<file path="config.mk">
export PLATFORM = sky130hd
export DESIGN_NAME = ysyx_ifq
export DESIGN_NICKNAME = d
export VERILOG_FILES = /design/src/rtl/ysyx_ifq.sv
export SDC_FILE = /design/constraint.sdc
export NUM_CORES = 1
export LEC_CHECK = 0
export BUFFER_PORTS_ARGS = -buffer_cell sky130_fd_sc_hd__buf_2
export CORE_MARGIN = 10
export CORE_UTILIZATION = 45
export CTS_CLUSTER_SIZE = 12
export DETAILED_ROUTE_END_ITERATION = 12
export PLACE_DENSITY = 0.62
export SYNTH_ARGS = -nofsm -noshare
export SYNTH_HDL_FRONTEND = slang
export SYNTH_SLANG_ARGS = --single-unit
</file>
<file path="constraint.sdc">
create_clock -name clk -period 3.82 [get_ports clk]
set_input_delay 0.573 -clock clk [delete_from_list [all_inputs] [get_ports clk]]
set_output_delay 0.573 -clock clk [all_outputs]
set_load 0.05 [all_outputs]
</file>
<file path="src/rtl/ysyx_ifq.sv">
// Instruction fetch queue between fetch and decode: an in-order {pc, inst} FIFO flushed on redirect.
// Optional same-cycle bypass from fetch to decode when empty: define YSYX_IFQ_BYPASS_EN.
module ysyx_ifq #(
    parameter int ADDR_W = 32,
    parameter int DATA_W = 32,
    parameter int DEPTH  = 4
) (
    input  logic                       clk,
    input  logic                       rst,
    input  logic                       flush_i,
    input  logic                       prev_valid,
    output logic                       ready_o,
    input  logic [ADDR_W-1:0]          pc_i,
    input  logic [DATA_W-1:0]          inst_i,
    output logic                       valid_o,
    input  logic                       next_ready,
    output logic [ADDR_W-1:0]          pc_o,
    output logic [DATA_W-1:0]          inst_o,
    output logic [$clog2(DEPTH):0]     count_o
);

    localparam int PTR_W = $clog2(DEPTH);
    localparam int CNT_W = PTR_W + 1;
    localparam int ENT_W = ADDR_W + DATA_W;

    logic [ENT_W-1:0] mem [DEPTH];
    logic [PTR_W-1:0] wr_ptr;
    logic [PTR_W-1:0] rd_ptr;
    logic [CNT_W-1:0] count;

    logic             head_valid;
    logic             byp;
    logic             push;
    logic             pop;
    logic [ENT_W-1:0] head;

    assign ready_o    = rst & (count != CNT_W'(DEPTH));
    assign head_valid = rst & (count != '0);
    assign head       = mem[rd_ptr];
    assign count_o    = rst ? count : '0;

`ifdef YSYX_IFQ_BYPASS_EN
    assign byp = rst & (count == '0) & prev_valid & ~flush_i;
`else
    assign byp = 1'b0;
`endif

    // A bypassed entry taken by decode in the same cycle is never written.
    assign push = prev_valid & ready_o & ~flush_i & ~(byp & next_ready);
    assign pop  = head_valid & next_ready & ~flush_i;

    always_comb begin
        valid_o = head_valid | byp;
        pc_o    = '0;
        inst_o  = '0;
        if (head_valid) begin
            pc_o   = head[ENT_W-1:DATA_W];
            inst_o = head[DATA_W-1:0];
        end else if (byp) begin
            pc_o   = pc_i;
            inst_o = inst_i;
        end
    end

    always_ff @(posedge clk) begin
        if (!rst) begin
            wr_ptr <= '0;
            rd_ptr <= '0;
            count  <= '0;
        end else if (flush_i) begin
            count  <= '0;
            rd_ptr <= wr_ptr;
        end else begin
            if (push) begin
                wr_ptr <= wr_ptr + PTR_W'(1);
            end
            if (pop) begin
                rd_ptr <= rd_ptr + PTR_W'(1);
            end
            count <= count + CNT_W'(push) - CNT_W'(pop);
        end
    end

    always_ff @(posedge clk) begin
        if (push) begin
            mem[wr_ptr] <= {pc_i, inst_i};
        end
    end

endmodule
</file>
==> impl_metrics.ini <==
[outcome]
outcome = finished, final reports clean

[placed_design]
dp.final_hpwl_um = 12390
portBuffers = 137
gp_congestion = 0.7289

[worst_setup_path]
startpoint_type = flop
cp.required_ns = 3.25
path_max_fanout = 20
setup.worst_path.end_class = primary output
worst-setup-path-type = flop to primary output
arrival_ns = 2.39

[final_layout]
syn2layout_area_growth_pct = 17.64
seqCellArea_um2 = 7875
multi_input_area_um2 = 2217
diodes = 0
n_fill_cell = 1818
final_core_util_pct = 53.60
drive_above_1_share_pct = 39.87
final_common_cell = edfxtp_1
num-nets-final = 696
layout_common_cells = edfxtp_1 (256), buf_2 (137), mux4_2 (64)

[routing]
drt-total-wl_um = 19870
vias = 4840
drt-pass1-iter-count = 4
viasPerCell = 5.249
ant_nets = 0
drtIter0Drc = 266
avgRoutedWirePerCell_um = 21.55
drc = 0

[cts]
cts_setup_buffers = 0
clock-sinks = 265
clock_latency_ns = 0.52
cts_tree = yes
ctsHoldBuffers = 0
cts_resized = 0
numCtsBuffers = 27
h-tree-depth = 1
cts_max_path_buffers = 3
cts-root-buf = clkbuf_16
path_clk_slew_ns = 0.06

[synthesis]
synth_area_um2 = 10280
synth-main-ff-cell = edfxtp_1
synth.distinct_cells = 30
synth_seq_cells = 265
synth_edf_count = 256
syn-instance-count = 466
synthTopCellsByArea = edfxtp_1 (75%), mux4_2 (14%), nor2b_1 (3.6%)
synth_top_area_share_pct = 74.74
ys.warnings.count = 0
yosysTopAreaCell = edfxtp_1
async_flop_share_pct = 0
avgSynthCellArea_um2 = 22.07
syn_nets = 542
yosysSeqAreaShare_pct = 76.50

[floorplan]
core_um2 = 22570
initial_utilization_pct = 45.57
num_rows = 55
dieWidth_um = 171.2
ios = 138
die_area_um2 = 29300
die_y_um = 171.2

[grt]
gr-total-overflow = 0
antenna_found_initial = 2
grt_use_total_pct = 13.73
grt_pass1_wl_um = 30990
grt_max_degree = 66
grt_pass1_vias = 5437

[job]
maxCapViolCount = 0

[power_and_ir_drop]
leakage_nw = 4.137
cellPowerDensity_nw_per_um2 = 485.2
peakVddDrop_v = 0.0002925

[timing]
tightestPinTransition_ns = 0.6555
rsz0062_at_grt = no
slew_headroom_pct = 56.30
min_period_over_period_pct = 77.44
finalSetupViolCount = 0
clock_skew_ns = 0.01402
timing.fmax_ghz = 0.3380
fin_crit_ns = 2.958
holdWs_ns = 0.2712
fin_setup_tns_ns = 0
hold_viol_final = 0
slew_viol_final = 0

[hold_path]
holdCritPathClass = input pin to flop
==> worst max-delay path, cell delays in order, from the launching register on <==
cell	delay, ns
dfxtp_4	0.61
buf_4	0.33
mux4_2	0.54
nor2b_1	0.15
buf_2	0.23
==> where the power goes <==
group          switching [W]  leakage [nW]  internal, W
combinational       0.000143          1.37     0.000136
sequential         0.0000220          2.39      0.00322
clock               0.000990         0.379      0.00136
==> per-stage QoR <==
stage	worst slack [ns]	cell area [um2]	std cells	total power, W
6_report	0.8618	12100	922	0.005871
5_1_grt	0.6764	12100	922	0.006080
4_1_cts	0.7589	12100	922	0.005940
3_5_place_dp	1.309	11310	876	0.003588
3_3_place_gp	1.324	11310	876	0.003577
2_1_floorplan	0.7822	10280	466	0.003491
==> final cells by class <==
cell class / count / share of cell area [%]
Timing Repair Buffer: 147 / 6.908
Clock inverter: 4 / 0.1758
Inverter: 8 / 0.2482
Tap cell: 285 / 2.947
Sequential cell: 265 / 65.09
Clock buffer: 42 / 6.308
Multi-Input combinational cell: 171 / 18.32
==> cell usage after synthesis (2+ instances only) <==
cell type and instances:
a21oi_1 4, and2_1 4, and3_1 5, buf_12 6, buf_2 12, clkbuf_1 2
dfxtp_1 9, edfxtp_1 256, ha_1 6, inv_1 7, mux4_2 64, nand3_1 2
nor2_1 5, nor2b_1 60, nor2b_4 4, o21ai_0 2, o21ai_1 2, o31ai_1 2
xor2_1 3
==> sequential cells by signal, summed over array words and instances (netlist names), named ones only <==
signal and count:
count 3, mem 256, rd_ptr 2, wr_ptr 2
==> per-layer routing <==
layer,up-vias,share of wire [%],GRT usage (%)
met5,-,0.16,0
met3,27,6.8,3.667
li1,2189,-,-
met1,2484,42,17.74
met2,136,50,22.77
met4,4,1.2,3.214
==> final timing paths <==
check | to | from | depth (start not counted) | slack (ns)
max | pc_o[20] | flop | 4 | 0.86
min | mem[3][52]$_DFFE_PP_ | pc_i[20] | 1 | 0.27
max reg2reg | count[2]$_SDFF_PP0_ | count[2]$_SDFF_PP0_ | 11 | 1.38
min reg2reg | wr_ptr[1]$_SDFFE_PN0P_ | wr_ptr[1]$_SDFFE_PN0P_ | 2 | 0.55
==> kinds of logic after synthesis <==
family	share of synthesized area, %
compound gates	0.6204
xor+xnor	0.2555
fa+ha+maj	0.9246
buf+inv	2.275
flops	76.50
mux	14.01
simple gates	5.414
(Power assumes the default switching activity.)
